**config.mk**
```make
export PLATFORM = sky130hd
export DESIGN_NAME = vga_capture
export DESIGN_NICKNAME = d
export VERILOG_FILES = /design/src/rtl/vga_capture.sv
export SDC_FILE = /design/constraint.sdc
export NUM_CORES = 1
export LEC_CHECK = 0
export ABC_CLOCK_PERIOD_IN_PS = 2050
export CAP_MARGIN = 20
export CORE_ASPECT_RATIO = 0.6
export CORE_MARGIN = 8
export CORE_UTILIZATION = 49
export DETAILED_ROUTE_END_ITERATION = 6
export PLACE_DENSITY = 0.81
export SYNTH_ARGS = -nofsm -noshare
export SYNTH_HDL_FRONTEND = slang
export SYNTH_SLANG_ARGS = --single-unit
export TNS_END_PERCENT = 20
```
**constraint.sdc**
```tcl
create_clock -name clk -period 2.05 [get_ports clk]
set_input_delay 0.41 -clock clk [delete_from_list [all_inputs] [get_ports clk]]
set_output_delay 0.41 -clock clk [all_outputs]
set_load 0.01 [all_outputs]
```
**src/rtl/vga_capture.sv**
```systemverilog
// Receive side of the VGA path: samples active-low syncs and RGB, recovers
// pixel coordinates, measures line/frame timing and declares lock.
module vga_capture #(
  parameter int HACT_START  = 122,
  parameter int HACT_LEN    = 1024,
  parameter int VACT_START  = 26,
  parameter int VACT_LEN    = 600,
  parameter int LOCK_FRAMES = 2
) (
  input  logic        clk,
  input  logic        rst,
  input  logic        hsync_in,
  input  logic        vsync_in,
  input  logic [7:0]  rgb_in,
  output logic [7:0]  pix_data,
  output logic [10:0] pix_x,
  output logic [10:0] pix_y,
  output logic        pix_valid,
  output logic        frame_start,
  output logic [11:0] line_len,
  output logic [10:0] frame_lines,
  output logic        locked
);

  localparam logic [11:0] H_BEG      = 12'(HACT_START);
  localparam logic [11:0] H_END      = 12'(HACT_START + HACT_LEN);
  localparam logic [10:0] V_BEG      = 11'(VACT_START);
  localparam logic [10:0] V_END      = 11'(VACT_START + VACT_LEN);
  localparam logic [3:0]  LOCK_MAX   = 4'(LOCK_FRAMES);
  localparam logic [11:0] HPOS_MAX   = 12'hFFF;
  localparam logic [10:0] VLINE_IDLE = 11'h7FF;
  localparam logic [10:0] VLINE_MAX  = 11'h7FE;

  typedef enum logic {HUNT, LOCK} state_t;

  state_t      state;
  logic        hs_q, hs_qq, vs_q, vs_qq;
  logic [7:0]  rgb_q, rgb_qq;
  logic [11:0] hpos;
  logic [10:0] vline;
  logic [3:0]  lock_cnt;
  logic        frame_ok;

  logic        hrise, vrise, line_mismatch, timeout, frame_good, in_window;
  logic [11:0] line_next, x_diff;
  logic [10:0] frame_next, y_diff;
  logic [3:0]  cnt_inc;

  assign hrise         = hs_q & ~hs_qq;
  assign vrise         = vs_q & ~vs_qq;
  assign line_next     = hpos + 12'd1;
  assign line_mismatch = hrise && (line_next != line_len);
  assign timeout       = (hpos == HPOS_MAX);
  assign frame_next    = vline + 11'd1;
  assign frame_good    = frame_ok && (frame_next == frame_lines) && (frame_lines != 11'd0);
  assign cnt_inc       = (lock_cnt == LOCK_MAX) ? lock_cnt : lock_cnt + 4'd1;
  assign in_window     = (hpos >= H_BEG) && (hpos < H_END) && (vline >= V_BEG) && (vline < V_END);
  assign x_diff        = hpos - H_BEG;
  assign y_diff        = vline - V_BEG;

  // Sync registers reset high so no edge is seen straight out of reset.
  always_ff @(posedge clk) begin
    if (rst) begin
      hs_q   <= 1'b1;
      hs_qq  <= 1'b1;
      vs_q   <= 1'b1;
      vs_qq  <= 1'b1;
      rgb_q  <= 8'd0;
      rgb_qq <= 8'd0;
    end else begin
      hs_q   <= hsync_in;
      hs_qq  <= hs_q;
      vs_q   <= vsync_in;
      vs_qq  <= vs_q;
      rgb_q  <= rgb_in;
      rgb_qq <= rgb_q;
    end
  end

  always_ff @(posedge clk) begin
    if (rst) begin
      hpos     <= HPOS_MAX;
      line_len <= 12'd0;
    end else if (hrise) begin
      hpos     <= 12'd0;
      line_len <= line_next;
    end else if (hpos != HPOS_MAX) begin
      hpos <= line_next;
    end
  end

  // vline idles at 2047 between vrise and the first hrise of the frame.
  always_ff @(posedge clk) begin
    if (rst) begin
      vline       <= VLINE_IDLE;
      frame_lines <= 11'd0;
      frame_ok    <= 1'b0;
    end else begin
      if (vrise) begin
        vline       <= VLINE_IDLE;
        frame_lines <= frame_next;
      end else if (hrise) begin
        if (vline == VLINE_IDLE)
          vline <= 11'd0;
        else if (vline != VLINE_MAX)
          vline <= frame_next;
      end
      if (vrise)
        frame_ok <= 1'b1;
      else if (line_mismatch || timeout)
        frame_ok <= 1'b0;
    end
  end

  // Line errors drop lock at once; frame-height checks act only at vrise.
  always_ff @(posedge clk) begin
    if (rst) begin
      state    <= HUNT;
      lock_cnt <= 4'd0;
      locked   <= 1'b0;
    end else if (line_mismatch || timeout) begin
      state    <= HUNT;
      lock_cnt <= 4'd0;
      locked   <= 1'b0;
    end else if (vrise) begin
      if (frame_good) begin
        lock_cnt <= cnt_inc;
        if (cnt_inc == LOCK_MAX) begin
          state  <= LOCK;
          locked <= 1'b1;
        end
      end else begin
        state    <= HUNT;
        lock_cnt <= 4'd0;
        locked   <= 1'b0;
      end
    end
  end

  always_ff @(posedge clk) begin
    if (rst) begin
      pix_data    <= 8'd0;
      pix_x       <= 11'd0;
      pix_y       <= 11'd0;
      pix_valid   <= 1'b0;
      frame_start <= 1'b0;
    end else begin
      pix_data    <= rgb_qq;
      pix_x       <= x_diff[10:0];
      pix_y       <= y_diff;
      pix_valid   <= (state == LOCK) && in_window;
      frame_start <= (state == LOCK) && in_window && (hpos == H_BEG) && (vline == V_BEG);
    end
  end

endmodule

```
* After elaboration in Yosys (flattened, before gate mapping)
Cells that the tools add are included.
** Operators by class
- Magnitude comparators :: 4
- Bitwise operators :: 4
- Equal/unequal tests :: 11
- Add/sub/neg operators :: 5
- Multiplexer cells :: 10
- Reduce and logical (&&, ||, !) cells :: 18
** Operator list (count)
- 2-to-1 mux 12 bit :: 2
- 2-to-1 mux 11 bit :: 2
- adder 12 x 1 -> 12 bit, second input constant :: 1
- == test 12 bit, second input constant :: 1
- == test 12 x 7 -> 1 bit, second input constant :: 1
- >= comparator 12 x 7 -> 1 bit, second input constant :: 1
- less-than comparator 12 x 11 -> 1 bit, second input constant :: 1
- != test 12 bit :: 1
- != test 12 bit, second input constant :: 1
- adder 11 x 1 -> 11 bit, second input constant :: 1
- == test 11 bit :: 1
- == test 11 bit, second input constant :: 1
- == test 11 x 5 -> 1 bit, second input constant :: 1
- >= comparator 11 x 5 -> 1 bit, second input constant :: 1
- less-than comparator 11 x 10 -> 1 bit, second input constant :: 1
- != test 11 bit, second input constant :: 1
- nonzero test 11 bit :: 1
- subtractor 11 x 5 -> 11 bit, second input constant :: 1
- subtractor 11 x 7 -> 11 bit, second input constant :: 1
- logical AND 1 bit :: 9
- == test 4 x 2 -> 1 bit, second input constant :: 2
- 2-to-1 mux 4 bit :: 2
- nonzero test 2 bit :: 3
- adder 4 x 1 -> 4 bit, second input constant :: 1
- other kinds (7) :: 14
** Word-level totals
- Flip-flop bits (word level) :: 104
- Logic and storage cells :: 70

* Longest topological paths before layout
- Depth in word-level cells :: 7
- Mapped depth :: 10
- Depth with buffers taken out :: 9

* Worst setup path before layout
Ideal clock, no wire load.
- Path type :: reg-to-reg
- Start :: reg vline[1]
- End :: reg lock_cnt[0]
- Data required time :: 1.976 ns
- Stages on the path, launching flop included :: 9
- Arrival :: 2.112 ns
- Setup slack :: -0.136 ns
- Clock period less this slack :: 2.186 ns
- Setup time :: 0.074 ns
- Cell sequence :: dfxtp_1 ha_1 nand3_1 nor3_1 xnor3_1 o2111a_1 nor4b_4 nand3_1 a31oi_1
** On the way
- Word-level cells in the longest chain between the ends :: 5
** RTL lines
- start: declaration :: RTL line 40 : logic [10:0] vline;
- start signal: assignment :: RTL line 106 : vline <= frame_next;
- adder 11 x 1 -> 11 bit :: RTL line 54 : assign frame_next = vline + 11'd1;
- == test 11 bit :: RTL line 55 : assign frame_good = frame_ok && (frame_next == frame_lines) && (frame_lines != 11'd0);
- logical AND 1 bit (2 in a row) :: RTL line 55
- 2-to-1 mux 4 bit :: RTL line 126 : if (frame_good) begin
- end signal: assignment :: RTL line 127 : lock_cnt <= cnt_inc;
- end: declaration :: RTL line 41 : logic [3:0] lock_cnt;
No other way between the ends.
A chain may end at the register's enable or synchronous reset.

* Final worst setup path
Ends and elaborated chain as after synthesis.

==> impl_results.md <==
- CP max-delay cell: dfxtp_4
- Worst hold slack: 439 ps
- Area Overhead vs Synth: 36.5%
- Max-cap viol count: 0
- Die area: 13,300 um^2
- CTS Hold Bufs: 0
- Worst Clk Skew: 8.62 ps
- Cell depth of the worst hold path: 1
- Filler cell count: 715
- Die Wd: 144 um
- Worst slew pin tran: between 500 and 600 ps
- Setup-failing EPs final: 5
- # rows: 28
- Pwr dens: approximately 1100 nW/um^2
- EDFF count, synth: 0
- DR vias/cell: 5.49
- Top Family by Delay on Critical Path: simple AND/OR/NAND/NOR gates
- Root buffer cell: clkbuf_16
- First-pass GRT wire length: 21.4 mm
- Yosys cell types: 67
- Violated checks: negative setup slack
- ANT cells: 0
- Post-route clock period utilization: 104%
- VDD IR max: 0.543 mV
- Non-filler cells, final: 774
- Register area: 2110 um^2
- Pin count of the biggest net entering global routing: 81
- Crit. End Element: flop
- I/O Buffers: 67
- Number of global-route vias before repair: 4,243
- Clock sink count: about 100
- Commonest cells after routing, fill and taps aside: dfxtp_1 (94), buf_4 (70), nor2_1 (67), clkdlybuf4s50_1 (66), o21ai_0 (33)
- WL final: 13.2 mm
- RSZ-0062 raised after global routing: true
- Class of the worst hold path: flop to flop
- Register area share after synthesis: 43.4%
- Leakage: 2.55 nW
- Leading cell type in the layout, fill and taps excluded: dfxtp_1
- Max_slew headroom: 65.4%
- Final setup margin: -79.4 ps
- Post-synthesis register bit count: 104
- Initial antenna violation count: 0
- Final Hold Vio Count: 0
- Synth Cell Area: 4800 um^2
- Starting Density: roughly half
- Post-Synthesis Cells: 521
- Fmax: 0.470 GHz
- CP Cell Sequence: ha_4 -> buf_6 -> nand3_4 -> nor3_4 -> xnor3_1 -> o2111a_1 -> nor4b_4 -> nand3_1 -> a31oi_1
- DRT iter0 DRCs: 311
- Multi-input logic area: 2660 um^2
- Final min period: 2130 ps
- Worst Path Buf+Inv: 1
- Layout cells sized above 1: 22.5%
- Crit path max fanout: 5
- CTS tree: built
- Post-synth net total: 544
- Clock-pin slew on the worst setup and hold paths: 70 ps
- Util after Layout: 67.5%
- Fin nets: 657
- Placed Area: 5960 um^2
- DR WL/cell: 17.0 um
- Dpl cells: 754
- Setup CP Type: flop to flop
- Pre-CTS WS: -152 ps
- Synth Flop Type: dfxtp_1
- Max Transition Viols Final: 0
- Global Route Usage Sum: 20.2%
- Synth async-reset ratio: 0%
- Critical Path RT: about 2300 ps
- Antenna viol nets, final: 0
- Height of the die: 92.6 um
- Post-DP HPWL: 9.29 mm
- Finished Cell Area: 6550 um^2
- Core Region: 9700 um^2
- Worst reg-to-reg path cell count: 9
- GRT overflow: 0
- First-pass DRT Iterations: 5
- CTS max path bufs: 2
- Clock Latency Late Sink: 360 ps
- Global placer's final weighted congestion: 0.944
- Syn. warnings: 0
- Worst Setup Start Kind: flop
- Worst EP arrival: 2410 ps
- CTS H-tree depth: 3
- Critical path depth: 9
- CTS buffer count: 9
- DRC violation count after routing: 0
- Via Count: between 4,000 and 5,000
- Mean area per synthesized cell: 9.21 um^2
- Top-Level Pins: 68
- Worst path max stage delay: about 390 ps
- Status: complete, but fails checks
[report_power, final]
part	internal (mW)	leakage, nW	switching, mW
sequential	2.28	0.855	0.242
clock	1.10	0.161	0.817
combinational	1.42	1.54	1.32
[layer usage]
metal  track usage (%)  vias up  wire length (um)
met5                 0        -                 0
met2              30.8      176              5750
met4              5.92        0               224
met3              7.81       30              1260
met1              26.1     2001              5940
li1                  -     2039                 -
[path summary, 6_finish.rpt]
path	end	startpoint	slack, ps
hold / removal	pix_data[2]	rgb_qq[2]	440
setup reg to reg	lock_cnt[0]	vline[1]	-80
hold reg to reg	pix_data[2]	rgb_qq[2]	440
setup / recovery	lock_cnt[0]	vline[1]	-80
[cell families (layout without fill, tap and decap cells)]
family	Yosys count	in the layout	share of synthesized area, %
compound gates	109	109	15.2
xor+xnor	48	48	10.5
fa+ha+maj	11	11	2.87
buf+inv	51	169	5.35
flops	104	104	43.4
simple gates	198	198	22.7
[sequential cells by signal, indices dropped and copies added, names as in the netlist, 4 cells and up]
name and cells:
rgb_qq 8, pix_y 11, lock_cnt 4, line_len 12, pix_data 8, vline 11
frame_lines 11, hpos 12, rgb_q 8, pix_x 11
[what timing repair did]
action | in CTS | in global routing
pin swaps | 18 | 10
endpoints found under the setup margin | 7 | 16
buffers inserted | 3 | 1
gates resized for setup | 43 | 6
[final cells by class]
class / count / share of cell area, %
multi-input combinational: 366 / 40.6
sequential: 104 / 32.2
timing repair buffer: 139 / 18.7
clock buffer: 9 / 3.44
tap: 135 / 2.58
clock inverter: 7 / 1.72
inverter: 14 / 0.802
[synth_stat cells, types with 3 or more instances]
library cell,count,area (um^2)
nand4_2,3,37.5
o211ai_1,4,30.0
xnor2_1,26,228
nor4_1,8,50.1
a31oi_1,3,18.8
dfxtp_1,104,2080
ha_1,11,138
and3_1,4,25.0
clkbuf_1,14,52.6
o21ai_0,33,165
nand2b_1,5,31.3
nor4b_1,3,26.3
or2_2,5,31.3
and2_1,4,25.0
a211oi_1,21,158
buf_1,5,18.8
nor2b_1,29,181
inv_1,12,45.0
or3_1,7,43.8
buf_4,7,52.6
xnor3_1,5,113
a21oi_1,18,90.1
nand2_1,20,75.1
nor2_1,68,255
nor3_1,10,50.1
buf_2,6,30.0
buf_6,4,45.0
nand4_1,5,31.3
nand3_1,15,75.1
xor2_1,16,140
[per-stage QoR]
stage	power [mW]	setup TNS [ps]
floorplan	3.94	0
CTS	7.13	0
finish	7.18	-226
detailed placement	4.95	-559
global placement	4.86	-181
global route	7.52	-1030
[worst reg2reg max path, delay by kind of cell (launching register included)]
kind                       cells  cell delay [ps]
and+or+nand+nor                4              800
AOI/OAI and AO/OA              2              370
buffers and inverters          1              120
DFF                            1              390
adders and majority gates      1              160
xor gates and xnor gates       1              230
No activity file was read; power rests on OpenSTA's default activity.
